==> src/rtl/i2c_slave_pkg.sv <==
// Shared widths, constants and FSM state type for the I2C slave sequencer.
package i2c_slave_pkg;

    localparam int unsigned I2C_ADDR_W = 7;
    localparam int unsigned I2C_BYTE_W = 8;
    localparam logic [I2C_ADDR_W-1:0] GENCALL_ADDR = 7'h00;

    typedef enum logic [2:0] {
        StIdle,
        StAddr,
        StAddrAck,
        StRx,
        StRxAck,
        StTx,
        StTxAck
    } i2c_state_e;

endpackage

==> src/rtl/i2c_shift8.sv <==
// Byte-wide shift register with parallel load, serial shift-in (LSB side) and MSB output.
module i2c_shift8
    import i2c_slave_pkg::*;
(
    input  logic                  clk,
    input  logic                  rst_an,
    input  logic                  i_load,
    input  logic [I2C_BYTE_W-1:0] i_data,
    input  logic                  i_shift,
    input  logic                  i_bit,
    output logic [I2C_BYTE_W-1:0] o_q,
    output logic                  o_msb
);

    logic [I2C_BYTE_W-1:0] r_q;

    always_ff @(posedge clk or negedge rst_an) begin
        if (!rst_an) begin
            r_q <= '0;
        end else if (i_load) begin
            r_q <= i_data;
        end else if (i_shift) begin
            r_q <= {r_q[I2C_BYTE_W-2:0], i_bit};
        end
    end

    assign o_q   = r_q;
    assign o_msb = r_q[I2C_BYTE_W-1];

endmodule

==> src/rtl/i2c_slave_seq.sv <==
// Bit/byte sequencer for a 7-bit-address I2C slave.
// Define I2C_GENCALL_EN to also accept the general-call write address (8'h00).
module i2c_slave_seq
    import i2c_slave_pkg::*;
#(
    parameter logic [I2C_ADDR_W-1:0] SLAVE_ADDR = 7'h50
) (
    input  logic                  clk,
    input  logic                  rst_an,
    input  logic                  start,
    input  logic                  stop,
    input  logic                  sclRise,
    input  logic                  sclFall,
    input  logic                  sda,
    output logic                  sdaOe,
    output logic [I2C_BYTE_W-1:0] rxData,
    output logic                  rxValid,
    input  logic [I2C_BYTE_W-1:0] txData,
    output logic                  txLoad,
    output logic                  rnw,
    output logic                  busy
);

    i2c_state_e            r_state, w_state_d;
    logic [2:0]            r_bit_cnt, w_bit_cnt_d;
    logic                  r_done, w_done_d;  // 8 bits of the current byte seen, or ACK sampled
    logic                  r_sda_oe, w_sda_oe_d;
    logic                  r_rnw, w_rnw_d;
    logic [I2C_BYTE_W-1:0] r_rx_data, w_rx_data_d;
    logic                  r_rx_valid, w_rx_valid_d;
    logic                  w_rx_shift, w_tx_shift, w_tx_load;
    logic [I2C_BYTE_W-1:0] w_rx_q, w_tx_q, w_byte;
    logic                  w_rx_msb, w_tx_msb, w_match;
    logic                  w_unused;

    i2c_shift8 u_rx_shift (
        .clk    (clk),
        .rst_an (rst_an),
        .i_load (1'b0),
        .i_data ('0),
        .i_shift(w_rx_shift),
        .i_bit  (sda),
        .o_q    (w_rx_q),
        .o_msb  (w_rx_msb)
    );

    i2c_shift8 u_tx_shift (
        .clk    (clk),
        .rst_an (rst_an),
        .i_load (w_tx_load),
        .i_data (txData),
        .i_shift(w_tx_shift),
        .i_bit  (1'b0),
        .o_q    (w_tx_q),
        .o_msb  (w_tx_msb)
    );

    assign w_unused = ^{w_rx_msb, w_rx_q[I2C_BYTE_W-1], w_tx_q};

    // Complete byte as it will stand once the bit on the current sclRise is shifted in.
    assign w_byte = {w_rx_q[I2C_BYTE_W-2:0], sda};

`ifdef I2C_GENCALL_EN
    assign w_match = (w_byte[I2C_BYTE_W-1:1] == SLAVE_ADDR) ||
                     (w_byte == {GENCALL_ADDR, 1'b0});
`else
    assign w_match = (w_byte[I2C_BYTE_W-1:1] == SLAVE_ADDR);
`endif

    always_comb begin
        w_state_d    = r_state;
        w_bit_cnt_d  = r_bit_cnt;
        w_done_d     = r_done;
        w_sda_oe_d   = r_sda_oe;
        w_rnw_d      = r_rnw;
        w_rx_data_d  = r_rx_data;
        w_rx_valid_d = 1'b0;
        w_rx_shift   = 1'b0;
        w_tx_shift   = 1'b0;
        w_tx_load    = 1'b0;

        if (stop) begin
            w_state_d  = StIdle;
            w_sda_oe_d = 1'b0;
            w_done_d   = 1'b0;
        end else if (start) begin
            w_state_d   = StAddr;
            w_bit_cnt_d = 3'd0;
            w_sda_oe_d  = 1'b0;
            w_done_d    = 1'b0;
        end else begin
            unique case (r_state)
                StIdle: ;
                StAddr: begin
                    if (sclRise && !r_done) begin
                        w_rx_shift  = 1'b1;
                        w_bit_cnt_d = r_bit_cnt + 3'd1;
                        if (r_bit_cnt == 3'd7) begin
                            if (w_match) begin
                                w_done_d = 1'b1;
                                w_rnw_d  = w_byte[0];
                            end else begin
                                w_state_d = StIdle;
                            end
                        end
                    end else if (sclFall && r_done) begin
                        w_sda_oe_d = 1'b1;
                        w_done_d   = 1'b0;
                        w_state_d  = StAddrAck;
                    end
                end
                StAddrAck: begin
                    if (sclRise && r_rnw) begin
                        w_tx_load = 1'b1;
                    end else if (sclFall) begin
                        w_bit_cnt_d = 3'd0;
                        w_sda_oe_d  = r_rnw ? ~w_tx_msb : 1'b0;
                        w_state_d   = r_rnw ? StTx : StRx;
                    end
                end
                StRx: begin
                    if (sclRise && !r_done) begin
                        w_rx_shift  = 1'b1;
                        w_bit_cnt_d = r_bit_cnt + 3'd1;
                        if (r_bit_cnt == 3'd7) begin
                            w_rx_data_d  = w_byte;
                            w_rx_valid_d = 1'b1;
                            w_done_d     = 1'b1;
                        end
                    end else if (sclFall && r_done) begin
                        w_sda_oe_d = 1'b1;
                        w_done_d   = 1'b0;
                        w_state_d  = StRxAck;
                    end
                end
                StRxAck: begin
                    if (sclFall) begin
                        w_sda_oe_d  = 1'b0;
                        w_bit_cnt_d = 3'd0;
                        w_state_d   = StRx;
                    end
                end
                StTx: begin
                    // Advance on sclRise, after the master has sampled; drive on the next fall.
                    if (sclRise && !r_done) begin
                        w_tx_shift  = 1'b1;
                        w_bit_cnt_d = r_bit_cnt + 3'd1;
                        if (r_bit_cnt == 3'd7) begin
                            w_done_d = 1'b1;
                        end
                    end else if (sclFall) begin
                        if (r_done) begin
                            w_sda_oe_d = 1'b0;
                            w_done_d   = 1'b0;
                            w_state_d  = StTxAck;
                        end else begin
                            w_sda_oe_d = ~w_tx_msb;
                        end
                    end
                end
                StTxAck: begin
                    if (sclRise && !r_done) begin
                        if (!sda) begin
                            w_tx_load = 1'b1;
                            w_done_d  = 1'b1;
                        end else begin
                            w_state_d  = StIdle;
                            w_sda_oe_d = 1'b0;
                        end
                    end else if (sclFall && r_done) begin
                        w_sda_oe_d  = ~w_tx_msb;
                        w_done_d    = 1'b0;
                        w_bit_cnt_d = 3'd0;
                        w_state_d   = StTx;
                    end
                end
                default: w_state_d = StIdle;
            endcase
        end
    end

    always_ff @(posedge clk or negedge rst_an) begin
        if (!rst_an) begin
            r_state    <= StIdle;
            r_bit_cnt  <= 3'd0;
            r_done     <= 1'b0;
            r_sda_oe   <= 1'b0;
            r_rnw      <= 1'b0;
            r_rx_data  <= '0;
            r_rx_valid <= 1'b0;
        end else begin
            r_state    <= w_state_d;
            r_bit_cnt  <= w_bit_cnt_d;
            r_done     <= w_done_d;
            r_sda_oe   <= w_sda_oe_d;
            r_rnw      <= w_rnw_d;
            r_rx_data  <= w_rx_data_d;
            r_rx_valid <= w_rx_valid_d;
        end
    end

    assign sdaOe   = r_sda_oe;
    assign rxData  = r_rx_data;
    assign rxValid = r_rx_valid;
    assign txLoad  = w_tx_load;
    assign rnw     = r_rnw;
    assign busy    = (r_state != StIdle);

endmodule
==> config.mk <==
export PLATFORM = sky130hd
export DESIGN_NAME = i2c_slave_seq
export DESIGN_NICKNAME = d
export VERILOG_FILES = /design/src/rtl/i2c_slave_pkg.sv /design/src/rtl/i2c_shift8.sv /design/src/rtl/i2c_slave_seq.sv
export SDC_FILE = /design/constraint.sdc
export NUM_CORES = 1
export LEC_CHECK = 0
export CORE_MARGIN = 2
export CORE_UTILIZATION = 57
export CTS_CLUSTER_DIAMETER = 150
export DETAILED_ROUTE_END_ITERATION = 16
export PLACE_DENSITY = 0.95
export SLEW_MARGIN = 20
export SYNTH_ARGS = -nofsm -noshare
export SYNTH_HDL_FRONTEND = slang
export SYNTH_SLANG_ARGS = --single-unit
==> constraint.sdc <==
create_clock -name clk -period 5.3 [get_ports clk]
set_clock_uncertainty 0.1 [all_clocks]
set_input_delay 1.06 -clock clk [delete_from_list [all_inputs] [get_ports clk]]
set_output_delay 1.06 -clock clk [all_outputs]
set_load 0.01 [all_outputs]
==> impl_metrics.json <==
{
  "fillerInstances": 245,
  "end_kind": "output port",
  "most_area_consuming_cells_after_synthesis": "dfrtp_1, mux2_2, nand2_1, nor2_1, a22oi_1",
  "global_route_wire_length_before_repair_um": 6370,
  "ys_warn_count": 0,
  "layout.nets": 228,
  "antenna_left": 0,
  "synth-seq-area-share": 0.461,
  "cts_buffer_depth": 2,
  "postSynthNetCount": 200,
  "layoutNonFillerInstCount": 256,
  "critical_path.most_common_cell": "clkdlybuf4s50_1",
  "cts_setup_buffers": 0,
  "hold_path_class": "register to register",
  "dieWidth_um": 60.1,
  "layout.area.seq_um2": 826,
  "synth.top_cell.area_share": 0.461,
  "area_growth_syn_to_layout_pct": 19.3,
  "1st_pass_router_iterations": 4,
  "final_layout_size_suffix_gt1_frac": 0.146,
  "holdBufCountCts": 0,
  "finalHoldViolCount": 0,
  "placement.cell_area_um2": 2090,
  "setup_total_negative_slack_ps": 0,
  "max-cap-violations": 0,
  "overall_global_routing_resource_usage": 0.244,
  "globalplace.congestion": 0.919,
  "most_numerous_cell_in_the_yosys_netlist": "dfrtp_1",
  "clock_tree.htree_level_count": 2,
  "required_ps": 4140,
  "port-buffer-count": 27,
  "synth.avg_cell_area_um2": 9.80,
  "globalRouteOverflowTotal": 0,
  "synthesis.instances": 183,
  "place_hpwl_um": 2680,
  "period_share": 0.796,
  "core.rowCount": 20,
  "async_reset_ff_frac": 1.00,
  "initial_utilization": 0.592,
  "tritoncts_clock_tree": "built",
  "numClockSinks": 33,
  "detail_route.iter0.violations": 78,
  "max-vdd-ir-drop_mv": 0.160,
  "post_synth_edffs": 0,
  "total_leakage_power_nw": 1.01,
  "first_global_vias": 1430,
  "combined_area_of_the_multi_input_logic_cells_um2": 910,
  "post_drt_wl_per_cell_um": 15.0,
  "detailroute.via_count": 1494,
  "grt_start_max_net_pins": 34,
  "crit_path_max_incr_delay_ps": 610,
  "place_inst": 248,
  "ys_types": 43,
  "cp.buffers_inverters": 2,
  "synth-seq-cells": 33,
  "worst-setup-path-type": "input port to output port",
  "slew_headroom": 0.576,
  "run_status": "finished, final reports clean",
  "path_cells": "clkdlybuf4s50_1 -> nor3_1 -> and3_1 -> clkdlybuf4s50_1",
  "routed_wl_um": 3840,
  "path_clk_slew_ps": 90,
  "netlist_area_um2": 1790,
  "crit_family": "buffers and inverters",
  "design_area_um2": 2140,
  "worst_setup_path_start_kind": "input port",
  "die_footprint_um2": 3610,
  "tritoncts.num_buffers": 5,
  "ioPinCount": 28,
  "grt_antenna_before_repair": 0,
  "die-height_um": 60.1,
  "synthFlopType": "dfrtp_1",
  "synth_top_area_cell": "dfrtp_1",
  "antenna-diode-count": 0,
  "route.detailed.vias_per_inst": 5.84,
  "remaining_drc_errors": 0,
  "setup_violations": 0,
  "synth.top_cells.by_count": "dfrtp_1, nand2_1, nor2_1",
  "worst_slew_pin_slew_ps": 636,
  "crit_fanout": 10,
  "finalWorstPathRequiredPeriod_ps": 4220,
  "powerDensity_nw_per_um2": 227,
  "cp_data_arrival_time_ps": 3060,
  "clk-insertion-delay-late_ps": 350,
  "crit_slowest_cell": "clkdlybuf4s50_1",
  "rsz0062_at_grt": "no",
  "clock_tree.root_cell": "clkbuf_4",
  "cts_resized": 0,
  "slew_violations": 0,
  "core_area_um2": 3030,
  "achievable_clock_frequency_mhz": 237
}
## cells in the final DEF, fill, tap and decap left out, types with 2 or more instances in the layout
cell / Yosys / final
dfrtp_1: 33 / 33
nand2_1: 30 / 30
clkdlybuf4s50_1: 0 / 27
nor2_1: 18 / 18
mux2_2: 16 / 16
o21ai_0: 11 / 11
a22oi_1: 8 / 8
nand2b_1: 6 / 6
nor3_1: 6 / 6
inv_1: 5 / 5
a21oi_1: 5 / 5
clkbuf_4: 0 / 5
a211oi_1: 3 / 3
a21o_1: 3 / 3
o31ai_1: 2 / 2
nor2b_1: 2 / 2
o22ai_1: 2 / 2
ha_1: 2 / 2
clkbuf_1: 2 / 2
## metrics by stage
step	total power, mW	util	setup slack (ps)	hold slack, ps
2_1_floorplan	0.321	-	2480	346
3_3_place_gp	0.348	0.689	1240	361
3_5_place_dp	0.352	0.689	1190	365
4_1_cts	0.493	0.707	1100	391
5_1_grt	0.512	0.707	994	406
6_report	0.485	0.707	1080	388
## power by group
group / switching [mW] / total [mW] / internal, mW
Clock: 0.0859 / 0.138 / 0.0522
Sequential: 0.0177 / 0.286 / 0.268
Combinational: 0.0299 / 0.0614 / 0.0315
## worst paths after layout
path / from / endpoint / slack (ps) / cells past startpoint
worst max-delay path: start / txLoad / 1080 / 4
worst min-delay path: sdaOe / sdaOe / 390 / 1
worst max register to register: r_state[0] / rnw / 2930 / 5
worst min register to register: sdaOe / sdaOe / 390 / 1
max in group asynchronous: rst_an / u_rx_shift.o_q[1] / 3800 / 2
min in group asynchronous: rst_an / rnw / 1000 / 2
## flip-flops by register name (all words and copies together) (netlist names)
name and flops:
r_bit_cnt 3, r_done 1, r_state 3, rnw 1
rxData 8, rxValid 1, sdaOe 1, u_rx_shift.o_q 7
u_tx_shift.o_q 8
## kinds of logic after synthesis
family | after synthesis | synth area share
compound gates | 44 | 0.174
xor+xnor | 1 | 0.00489
fa+ha+maj | 2 | 0.0140
buf+inv | 12 | 0.0321
flops | 33 | 0.461
mux | 16 | 0.100
simple gates | 75 | 0.214
## final cells by class
| class | count | area share |
|---|---|---|
| Tap cell | 44 | 0.0257 |
| Inverter | 5 | 0.00877 |
| Timing Repair Buffer | 28 | 0.130 |
| Clock inverter | 1 | 0.00351 |
| Sequential cell | 33 | 0.386 |
| Multi-Input combinational cell | 138 | 0.425 |
| Clock buffer | 7 | 0.0211 |
## routing by layer
metal | track usage | vias to the layer above | wire length [um]
met2 | 0.366 | 40 | 1870
met4 | 0.149 | 0 | 94
li1 | - | 714 | -
met1 | 0.324 | 730 | 1710
met3 | 0.0476 | 10 | 171
met5 | 0 | - | 0
Power figures use the tool's default switching activity.
